==> config.mk <==
export PLATFORM = sky130hd
export DESIGN_NAME = lsu_mem_ctrl
export DESIGN_NICKNAME = d
export VERILOG_FILES = /design/src/rtl/lsu_mem_ctrl.sv
export SDC_FILE = /design/constraint.sdc
export NUM_CORES = 1
export LEC_CHECK = 0
export CAP_MARGIN = 0
export CORE_ASPECT_RATIO = 0.5
export CORE_UTILIZATION = 25
export CTS_CLUSTER_DIAMETER = 100
export DETAILED_ROUTE_END_ITERATION = 12
export PLACE_DENSITY_LB_ADDON = 0.05
export SLEW_MARGIN = 20
export SYNTH_ARGS = -nofsm -noshare
export SYNTH_HDL_FRONTEND = slang
export SYNTH_SLANG_ARGS = --single-unit
==> constraint.sdc <==
create_clock -name clock -period 4.5 [get_ports clock]
set_input_delay 0.45 -clock clock [delete_from_list [all_inputs] [get_ports clock]]
set_output_delay 0.45 -clock clock [all_outputs]
set_load 0.02 [all_outputs]
==> src/rtl/lsu_mem_ctrl.sv <==
// Load/store unit between the MEM stage and a single-port byte-enabled data RAM.
// Define LSU_MISALIGN_TRAP_EN to report misaligned accesses as errors instead of force-aligning them.
module lsu_mem_ctrl #(
    parameter int WIDTH = 32,
    parameter int DEPTH = 10
) (
    input  logic             clock,
    input  logic             reset,
    input  logic             req_valid,
    output logic             req_ready,
    input  logic             req_we,
    input  logic [2:0]       req_funct3,
    input  logic [31:0]      req_addr,
    input  logic [WIDTH-1:0] req_wdata,
    input  logic [4:0]       req_rd,
    output logic             resp_valid,
    input  logic             resp_ready,
    output logic [WIDTH-1:0] resp_rdata,
    output logic [4:0]       resp_rd,
    output logic             resp_err,
    output logic [DEPTH-1:0] ram_address,
    output logic [3:0]       ram_byteena,
    output logic [WIDTH-1:0] ram_data,
    output logic             ram_wren,
    input  logic [WIDTH-1:0] ram_q,
    output logic [1:0]       state_dbg
);

    // Handshake: a request transfers on a clock edge where req_valid & req_ready,
    // a response transfers where resp_valid & resp_ready; the offering side holds
    // its payload stable until the transfer happens.

    typedef enum logic [1:0] {
        IDLE    = 2'd0,
        RD_WAIT = 2'd1,
        RESP    = 2'd2
    } state_t;

    localparam logic [2:0] F3_B  = 3'b000;
    localparam logic [2:0] F3_H  = 3'b001;
    localparam logic [2:0] F3_W  = 3'b010;
    localparam logic [2:0] F3_BU = 3'b100;
    localparam logic [2:0] F3_HU = 3'b101;

    state_t state;
    state_t state_next;

    logic             accept;
    logic             funct_ok;
    logic             align_err;
    logic             req_err;
    logic [1:0]       size;
    logic [1:0]       eff_off;
    logic [3:0]       lane_be;
    logic [WIDTH-1:0] lane_data;

    logic [1:0]       off_q;
    logic [2:0]       funct3_q;
    logic [7:0]       ld_byte;
    logic [15:0]      ld_half;
    logic [WIDTH-1:0] ld_ext;

    logic             unused_bits;

    assign size        = req_funct3[1:0];
    assign req_ready   = (state == IDLE) && !reset;
    assign accept      = req_valid && req_ready;
    assign resp_valid  = (state == RESP);
    assign state_dbg   = state;
    assign unused_bits = ^req_addr[31:DEPTH+2];

    // ------------------------------------------------------------------
    // Request decode
    // ------------------------------------------------------------------
    always_comb begin
        funct_ok = 1'b0;
        if (req_we) begin
            funct_ok = (req_funct3 == F3_B) || (req_funct3 == F3_H) || (req_funct3 == F3_W);
        end else begin
            funct_ok = (req_funct3 == F3_B)  || (req_funct3 == F3_H) || (req_funct3 == F3_W) ||
                       (req_funct3 == F3_BU) || (req_funct3 == F3_HU);
        end
    end

`ifdef LSU_MISALIGN_TRAP_EN
    logic misaligned;
    assign misaligned = ((size == 2'b01) && req_addr[0]) ||
                        ((size == 2'b10) && (req_addr[1:0] != 2'b00));
    assign align_err  = misaligned;
`else
    assign align_err  = 1'b0;
`endif

    assign req_err = !funct_ok || align_err;

    // Halfwords and words drop their low offset bits; in trap mode the
    // misaligned cases never reach the RAM, so the same offset serves both builds.
    always_comb begin
        eff_off = req_addr[1:0];
        case (size)
            2'b01:   eff_off = {req_addr[1], 1'b0};
            2'b10:   eff_off = 2'b00;
            default: eff_off = req_addr[1:0];
        endcase
    end

    always_comb begin
        lane_be   = 4'b1111;
        lane_data = req_wdata;
        case (size)
            2'b00: begin
                lane_be   = 4'b0001 << eff_off;
                lane_data = {4{req_wdata[7:0]}};
            end
            2'b01: begin
                lane_be   = eff_off[1] ? 4'b1100 : 4'b0011;
                lane_data = {2{req_wdata[15:0]}};
            end
            default: begin
                lane_be   = 4'b1111;
                lane_data = req_wdata;
            end
        endcase
    end

    // The RAM port is only active in the accept cycle of a legal access.
    always_comb begin
        ram_address = '0;
        ram_byteena = 4'b0000;
        ram_data    = '0;
        ram_wren    = 1'b0;
        if (accept && !req_err) begin
            ram_address = req_addr[DEPTH+1:2];
            ram_byteena = lane_be;
            ram_wren    = req_we;
            if (req_we) begin
                ram_data = lane_data;
            end
        end
    end

    // ------------------------------------------------------------------
    // Load data extraction from the RAM's registered output
    // ------------------------------------------------------------------
    always_comb begin
        ld_byte = ram_q[7:0];
        case (off_q)
            2'd0:    ld_byte = ram_q[7:0];
            2'd1:    ld_byte = ram_q[15:8];
            2'd2:    ld_byte = ram_q[23:16];
            default: ld_byte = ram_q[31:24];
        endcase
        ld_half = off_q[1] ? ram_q[31:16] : ram_q[15:0];
    end

    always_comb begin
        ld_ext = ram_q;
        case (funct3_q)
            F3_B:    ld_ext = {{24{ld_byte[7]}}, ld_byte};
            F3_H:    ld_ext = {{16{ld_half[15]}}, ld_half};
            F3_BU:   ld_ext = {24'd0, ld_byte};
            F3_HU:   ld_ext = {16'd0, ld_half};
            default: ld_ext = ram_q;
        endcase
    end

    // ------------------------------------------------------------------
    // FSM
    // ------------------------------------------------------------------
    always_ff @(posedge clock) begin
        if (reset) begin
            state <= IDLE;
        end else begin
            state <= state_next;
        end
    end

    always_comb begin
        state_next = state;
        case (state)
            IDLE: begin
                if (accept) begin
                    state_next = (!req_we && !req_err) ? RD_WAIT : RESP;
                end
            end
            RD_WAIT: state_next = RESP;
            RESP: begin
                if (resp_ready) begin
                    state_next = IDLE;
                end
            end
            default: state_next = IDLE;
        endcase
    end

    // Response payload: captured at accept, load data filled in after RD_WAIT.
    always_ff @(posedge clock) begin
        if (reset) begin
            resp_rdata <= '0;
            resp_rd    <= 5'd0;
            resp_err   <= 1'b0;
            off_q      <= 2'b00;
            funct3_q   <= 3'b000;
        end else begin
            if (accept) begin
                resp_rdata <= '0;
                resp_rd    <= req_rd;
                resp_err   <= req_err;
                off_q      <= eff_off;
                funct3_q   <= req_funct3;
            end else if (state == RD_WAIT) begin
                resp_rdata <= ld_ext;
            end
        end
    end

endmodule

# Word level (Yosys, flattened, before mapping)
# Index checks and enable logic that the tools add are counted.
[op_classes] eq_ne=15 add_sub_neg=0 mux=17 n_div=0 bitwise=0 multipliers=0 magnitude_cmp=0 shifts=1 reduce_logical=18
[op_table] operator="$pmux 32 s4" count=1
[op_table] operator="$mux 32" count=2
[op_table] operator="$pmux 32 s2" count=1
[op_table] operator="$pmux 8 s3" count=1
[op_table] operator="$mux 16" count=1
[op_table] operator="$eq 3x3->1 const B" count=4
[op_table] operator="$mux 10" count=1
[op_table] operator="$mux 4" count=2
[op_table] operator="$pmux 4 s2" count=1
[op_table] operator="$eq 2x1->1 const B" count=3
[op_table] operator="$eq 2x2->1 const B" count=3
[op_table] operator="$eq 3x1->1 const B" count=2
[op_table] operator="$logic_not 2->1" count=3
[op_table] operator="$logic_not 3->1" count=2
[op_table] operator="$mux 2" count=3
[op_table] operator="$pmux 2 s3" count=1
[op_table] operator="$logic_and 1x1->1" count=4
[op_table] operator="$logic_or 1x1->1" count=4
[op_table] operator="$pmux 2 s2" count=1
[op_table] operator="$shl 1x2->4 const A" count=1
[op_table] operator="$eq 3x2->1 const B" count=1
[op_table] operator="$logic_not 1->1" count=3
[op_table] operator="$mux 1" count=2
[op_table] operator="$ne 2x1->1 const B" count=1
[op_table] operator="other kinds (3)" count=3
[word_totals] latch_bits=0 output_inout_bits=89 ff_bits=45 inputBits=109 elab_cells=57 rom_bits=0 ramBits=0 mem_count=0

# Longest topological paths before layout
# Gate-level depths: netlist of run 1.
[logic_depth] ltp_word=10 ltp_mapped=8 ltp_nobuf=7

# Least setup slack after synthesis of run 1
# OpenSTA, ideal clock, no wires.
[synth_path] path_type="input -> output" from="input req_funct3[1]" to="output ram_byteena[2]" path_stages=6 t_required_ns=4.050 arrival_time_ns=1.772 path_buffers=2 slack_ns=2.278 cell_sequence="inv_1 -> ha_1 -> buf_2 -> or2_2 -> clkbuf_1 -> a21boi_0"
[synth_via] elab_chain_cells=8 elab_cells_between_ends=19 classes_between="eq/ne: 6; shift: 1; mux: 5; reduce/logical: 7"
[synth_lines] item="from (decl)" line_no="12" rtl="input logic [2:0] req_funct3,"
[synth_lines] item="branches (longest 7 deep; another with $mux 4)"
[synth_lines] item="$mux 4 *" line_no="132" rtl="if (accept && !req_err) begin"
[synth_lines] item="to (decl)" line_no="22" rtl="output logic [3:0] ram_byteena,"
# Every way passes the cells marked *.

# Worst setup path in the final report of run 1
[layout_path] from="input req_funct3[1]" to="output ram_data[24]"
[layout_via] elab_chain_cells=8 elab_cells_between_ends=16 classes_between="eq/ne: 5; mux: 4; reduce/logical: 7"
[layout_lines] item="$eq 3x1->1 / $logic_not 3->1 (equally long branches)" line_no="78, 80"
[layout_lines] item="$logic_or 1x1->1 (2 in a row)" line_no="78, 80"
[layout_lines] item="$logic_or 1x1->1" line_no="80" rtl="funct_ok = (req_funct3 == F3_B) || (req_funct3 == F3_H) || (req_funct3 == F3_W) ||"
[layout_lines] item="$logic_or 1x1->1" line_no="81" rtl="(req_funct3 == F3_BU) || (req_funct3 == F3_HU);"
[layout_lines] item="$mux 1" line_no="77" rtl="if (req_we) begin"
[layout_lines] item="$logic_and 1x1->1" line_no="132"
[layout_lines] item="$mux 32 *" line_no="132"
[layout_lines] item="to (decl)" line_no="23" rtl="output logic [WIDTH-1:0] ram_data,"
# Mark *: on every way between the ends. The rest lies on a longest branch, timed or not.

==> flow_summary.toml, run 1 <==
[outcome]
status = "finished, violations left"
violations = "design-rule violations"

[global_route]
grt_util_met3_pct = 8.027
grt_busiest_layer = "met2"
grt_usage_pct = 18.54
use_met1_pct = 22.87
globalRouteOverflowTotal = 0
antenna_found_initial = 0
gr-usage-met2_pct = 30.37
grt_pass1_vias = 3332
grt_pass1_wl_um = 17510
grt_max_degree = 30

[synthesis]
synthMuxAreaShare_pct = 6.050
async_reset_ff_share_pct = 0
synth_xor_area_share_pct = 0
avgSynthCellArea_um2 = 7.481
synth_edf_count = 0
synth_cell_types = 38
ys.flop_type = "dfxtp_1"
synth_compound_area_share_pct = 29.98
synthAdderAreaFrac_pct = 1.335
synth_top_family_by_area = "compound AO/OA/AOI/OAI gates"
netlist_area_mm2 = 0.002813
synth_nets = 488
ys.warnings.count = 0
ys_seq_elements = 45
synthSimpleGateAreaFrac_pct = 25.22
ys_seq_area_share_pct = 32.03
synthCells = 376

[pwr]
power_density_mw_per_mm2 = 225.8
ir_drop_uv = 191.1
power.leakage_nw = 1.833

[worst_setup_path]
cp-start-kind = "input port"
critPathKind = "in -> out"
cp_max_fo = 15
crit_required_ns = 4.05
end_kind = "output pin"
arrival_ns = 3.11
rrSetupSlack_ns = 1.94

[cells_and_area]
ff_latch_area_um2 = 900.9
nFillCells = 1098
diodes = 0
area_growth_pct = 72.02
post_route_cells_drive_above_1_share_pct = 7.579
multi_input_area_mm2 = 0.001777
nets = 652

[clocking]
cts_tree = "done"
cts_root_buf = "clkbuf_16"
htreeDepth = 2
cts_made_buffers = 5
cts_setup_buffers = 0
cts.repair.resized = 0
clk_pin_slew_ns = 0.06
cts_max_path_buffers = 2
cts_hold_buf = 0
cts.sinks = 45
clkLatencyLatePin_ns = 0.28

[place]
place.gp.congestion = 0.7236
place_ws_ns = 0.9139
place_hpwl_um = 7980
port_buffers = 177

[sta]
setup_viol = 0
tightest_slew_ns = 0.9663
clock.fmax_ghz = 0.2808
slew_headroom_pct = 35.58
final_hold_viol_count = 0
drv_slew = 0
fin_ws_ns = 0.9389
rsz0062_at_grt = "false"
finalCritPeriodShare_pct = 79.13
setup_tns_ns = 0
period_minus_slack_ns = 3.561
skew_ns = 0.008275

[floorplanning]
design.die.area_mm2 = 0.01171
initial_core_util_pct = 26.60
die_h_um = 77.01
die_width_um = 152.0
rows = 26
io_pins = 198
fp.coreArea_mm2 = 0.01057

[drt]
drt_iter0_markers = 122
vias_per_cell = 4.744
drc = 9
first_pass_iters = 8
ant_nets = 0
num_vias = 3231
routed_wirelength_um = 10720
wl_per_cell_um = 15.74

[hold_path]
min_path_type = "reg -> reg"

[job]
maxCapViolCount = 0
==> Yosys cell counts, drive strengths merged, types with 9 or more instances <==
| library cell | number | share of area (%) |
|---|---|---|
| a21oi | 68 | 13 |
| a31oi | 9 | 2.0 |
| and2 | 19 | 4.2 |
| buf | 10 | 2.3 |
| clkbuf | 17 | 2.3 |
| dfxtp | 45 | 32 |
| nand2 | 70 | 9.3 |
| nand2b | 16 | 3.6 |
| nor2 | 18 | 2.5 |
| o211ai | 11 | 3.4 |
| o21ai | 28 | 5.1 |
| or3 | 9 | 2.0 |
==> stage by stage <==
step	power (mW)	std cells	hold slack (ns)	utilization, %	cell area [µm²]
after floorplan	0.5841	376	0.4493	-	2813
after global placement	0.7469	673	0.4618	44.40	4695
after detailed placement	0.7458	673	0.4713	44.40	4695
after CTS	1.106	681	0.4808	45.72	4833
after global routing	1.151	681	0.5077	45.76	4838
final	1.092	681	0.4775	45.76	4838
==> cell usage in the layout, fill, tap and decap left out, types with 2 or more instances in the layout <==
cell and n:
clkdlybuf4s50_1 177, nand2_1 70, a21oi_1 58, dfxtp_1 45, o21ai_0 27, and2_1 19
nor2_1 16, nand2b_1 16, a21oi_2 10, o211ai_1 10, a31oi_1 9, or3_1 9
mux2i_1 8, mux2_2 8, o211a_1 7, buf_4 7, inv_1 6, clkbuf_16 5
nor2b_1 4, nor3_1 3, ha_1 3, o21a_1 2, a21boi_0 2, o31ai_1 2
or2b_1 2, clkinv_2 2
==> area by class of cell <==
class / count / area share [%]
Timing Repair Buffer: 184 / 37.70
Multi-Input combinational cell: 298 / 36.72
Sequential cell: 45 / 18.62
Tap cell: 140 / 3.620
Clock buffer: 6 / 2.664
Inverter: 6 / 0.4655
Clock inverter: 2 / 0.2069
==> path summary, 6_finish.rpt <==
kind / startpoint / endpoint / cells after the start
worst max-delay path: req_funct3[1] / ram_data[24] / 9
worst min-delay path: resp_rd[4] / resp_rd[4] / 2
worst max register to register: state_dbg[0] / resp_rdata[15] / 4
worst min register to register: resp_rd[4] / resp_rd[4] / 2
==> metal layers <==
layer,part of all wire [%],vias up
met2,44,106
li1,-,1631
met3,10,8
met4,0.83,0
met5,0,-
met1,45,1486
==> cell families after synthesis <==
group	after synthesis
buffers and inverters	33
flip-flops	45
AND/OR/NAND/NOR	146
adder cells (fa/ha/maj)	3
multiplexers	16
AO/OA/AOI/OAI	133
==> sequential cells by signal (all words and copies together), names as in the netlist <==
name / flops
resp_rdata: 32
resp_rd: 5
funct3_q: 3
off_q: 2
state_dbg: 2
resp_err: 1
==> worst max-delay path, cell delays in order <==
cell	delay, ns
clkdlybuf4s50_1	0.47
inv_1	0.10
ha_1	0.47
nor3_1	0.12
nor2_1	0.17
nand3_2	0.24
buf_4	0.28
a31oi_1	0.16
clkdlybuf4s50_1	0.66
==> power by group <==
group          switching [mW]  internal (mW)  leakage, nW
Clock                   0.152          0.204       0.0706
Combinational           0.145          0.155         1.40
Sequential             0.0215          0.415        0.366
Total                   0.319          0.774         1.83
(Power assumes the default switching activity.)
==> inputs of run 2 (changes only) <==
Clock period 4.5 ns to 3.65 ns, I/O delays scaled along.
==> flow_summary.toml, run 2 (synthesis results as in run 1) <==
[sta]
setup_tns_ns = 0
period_minus_slack_ns = 3.077
tightest_slew_ns = 0.6744
final_hold_viol_count = 0
drv_slew = 0
finalCritPeriodShare_pct = 84.29
rsz0062_at_grt = "false"
clock.fmax_ghz = 0.3250
slew_headroom_pct = 55.04
setup_viol = 0
skew_ns = 0.002313
fin_ws_ns = 0.5733

[worst_setup_path]
arrival_ns = 2.71
crit_slowest_cell = "clkdlybuf4s50_1"
crit_chain = "clkdlybuf4s50_1, inv_1, ha_1, buf_4, nor2_2, nor2_1, o21a_1, a21boi_0, clkdlybuf4s50_1"
crit_required_ns = 3.28
end_kind = "output pin"
cp_max_fo = 15
rrSetupSlack_ns = 1.76
rr_endpoint = "resp_rdata[21]"
cpPeakStageDelay_ns = 0.65
crit_path_start = "req_funct3[0]"
cp_top_family = "buffers and inverters"
critPathMostFrequentCell = "clkdlybuf4s50_1"
cp-start-kind = "input port"
cp.buffers_inverters = 4
critPathKind = "in -> out"
rr_worst_depth = 5
timing.rr.start = "off_q[1]"

[global_route]
grt_pass1_vias = 3265
antenna_found_initial = 1
grt_max_degree = 33
use_met1_pct = 23.83
gr-usage-met2_pct = 29.54
grt_busiest_layer = "met2"
globalRouteOverflowTotal = 0
grt_util_met3_pct = 7.631
grt_usage_pct = 18.65
grt_pass1_wl_um = 17440

[floorplanning]
initial_core_util_pct = 26.60
rows = 26
design.die.area_mm2 = 0.01171
io_pins = 198
die_width_um = 152.0
die_h_um = 77.01
fp.coreArea_mm2 = 0.01057

[drt]
first_pass_iters = 10
drc = 10
drt_iter0_markers = 105
vias_per_cell = 4.675
ant_nets = 0
routed_wirelength_um = 10890
wl_per_cell_um = 15.88
num_vias = 3207

[cells_and_area]
layout_common_cells = "177 x clkdlybuf4s50_1, 70 x nand2_1, 58 x a21oi_1"
nets = 657
area_growth_pct = 73.09
finalNonFillerCells = 686
ff_latch_area_um2 = 900.9
post_route_cells_drive_above_1_share_pct = 8.059
top_register = "resp_rdata"
largest_register_ffs = 32
mostFrequentLayoutCell = "clkdlybuf4s50_1"
diodes = 0
nFillCells = 1083
reg_top3 = "resp_rdata: 32 flops, resp_rd: 5 flops, funct3_q: 3 flops"
multi_input_area_mm2 = 0.001772

[pwr]
ir_drop_uv = 146.1
power_density_mw_per_mm2 = 276.3
power_mw = 1.345
power.leakage_nw = 1.852

[outcome]
violations = "design-rule violations"
status = "finished, violations left"

[place]
place_hpwl_um = 7983
place.gp.congestion = 0.7397
port_buffers = 177
place_ws_ns = 0.5426
dp.cells = 678

[hold_path]
min_delay_path_depth = 2
min_path_type = "reg -> reg"
min-delay-start = "resp_rd[4]"
whs_endpoint = "resp_rd[4]"

[clocking]
clkLatencyLatePin_ns = 0.28
htreeDepth = 2
clk_pin_slew_ns = 0.06
cts_max_path_buffers = 2
cts_hold_buf = 0
cts.repair.resized = 0
cts.sinks = 45
cts_made_buffers = 5
cts_tree = "done"
cts_root_buf = "clkbuf_16"
cts_setup_buffers = 0

[job]
maxCapViolCount = 0
[run 2: worst max path at each step]
stage | endpoint | slack [ns] | depth (start not counted)
final | ram_byteena[3] | 0.57 | 9
after global routing | ram_byteena[3] | 0.29 | 9
after CTS | ram_byteena[3] | 0.53 | 9
after detailed placement | ram_byteena[2] | 0.54 | 9
after global placement | ram_byteena[3] | 0.57 | 6
after floorplan | ram_byteena[2] | 1.60 | 6
[run 2: per-layer routing]
metal	vias up	share of wire, %
met5	-	0.12
met2	87	44
li1	1646	-
met3	9	8.7
met1	1463	47
met4	2	0.55
[run 2: worst register-to-register path, delay by kind of cell (launching register included)]
family	cells	cell delay (ns)
AO/OA/AOI/OAI	2	0.70
buffers and inverters	1	0.28
flip-flops	1	0.30
multiplexers	1	0.35
AND/OR/NAND/NOR	1	0.12
[run 2: area by class of cell]
class / instances / share of cell area, %
repair buffers: 189 / 38.24
clock buffers: 8 / 2.801
well taps: 140 / 3.598
inverters: 6 / 0.4626
multi-input cells: 298 / 36.39
flip-flops and latches: 45 / 18.50
[run 2: report_power, final]
| part | switching, mW | total (mW) | internal (mW) | leakage [nW] |
|---|---|---|---|---|
| clock network | 0.178 | 0.433 | 0.255 | 0.0652 |
| logic | 0.190 | 0.384 | 0.193 | 1.42 |
| registers | 0.0168 | 0.529 | 0.512 | 0.366 |
| total | 0.386 | 1.35 | 0.960 | 1.85 |
[run 2: stage by stage]
step	utilization (%)	cell area, µm²	hold WS, ns
6_report	46.05	4868	0.4701
5_1_grt	46.05	4868	0.4979
4_1_cts	46.05	4868	0.4748
3_5_place_dp	44.76	4732	0.4637
3_3_place_gp	44.76	4732	0.4607
2_1_floorplan	-	2813	0.4493
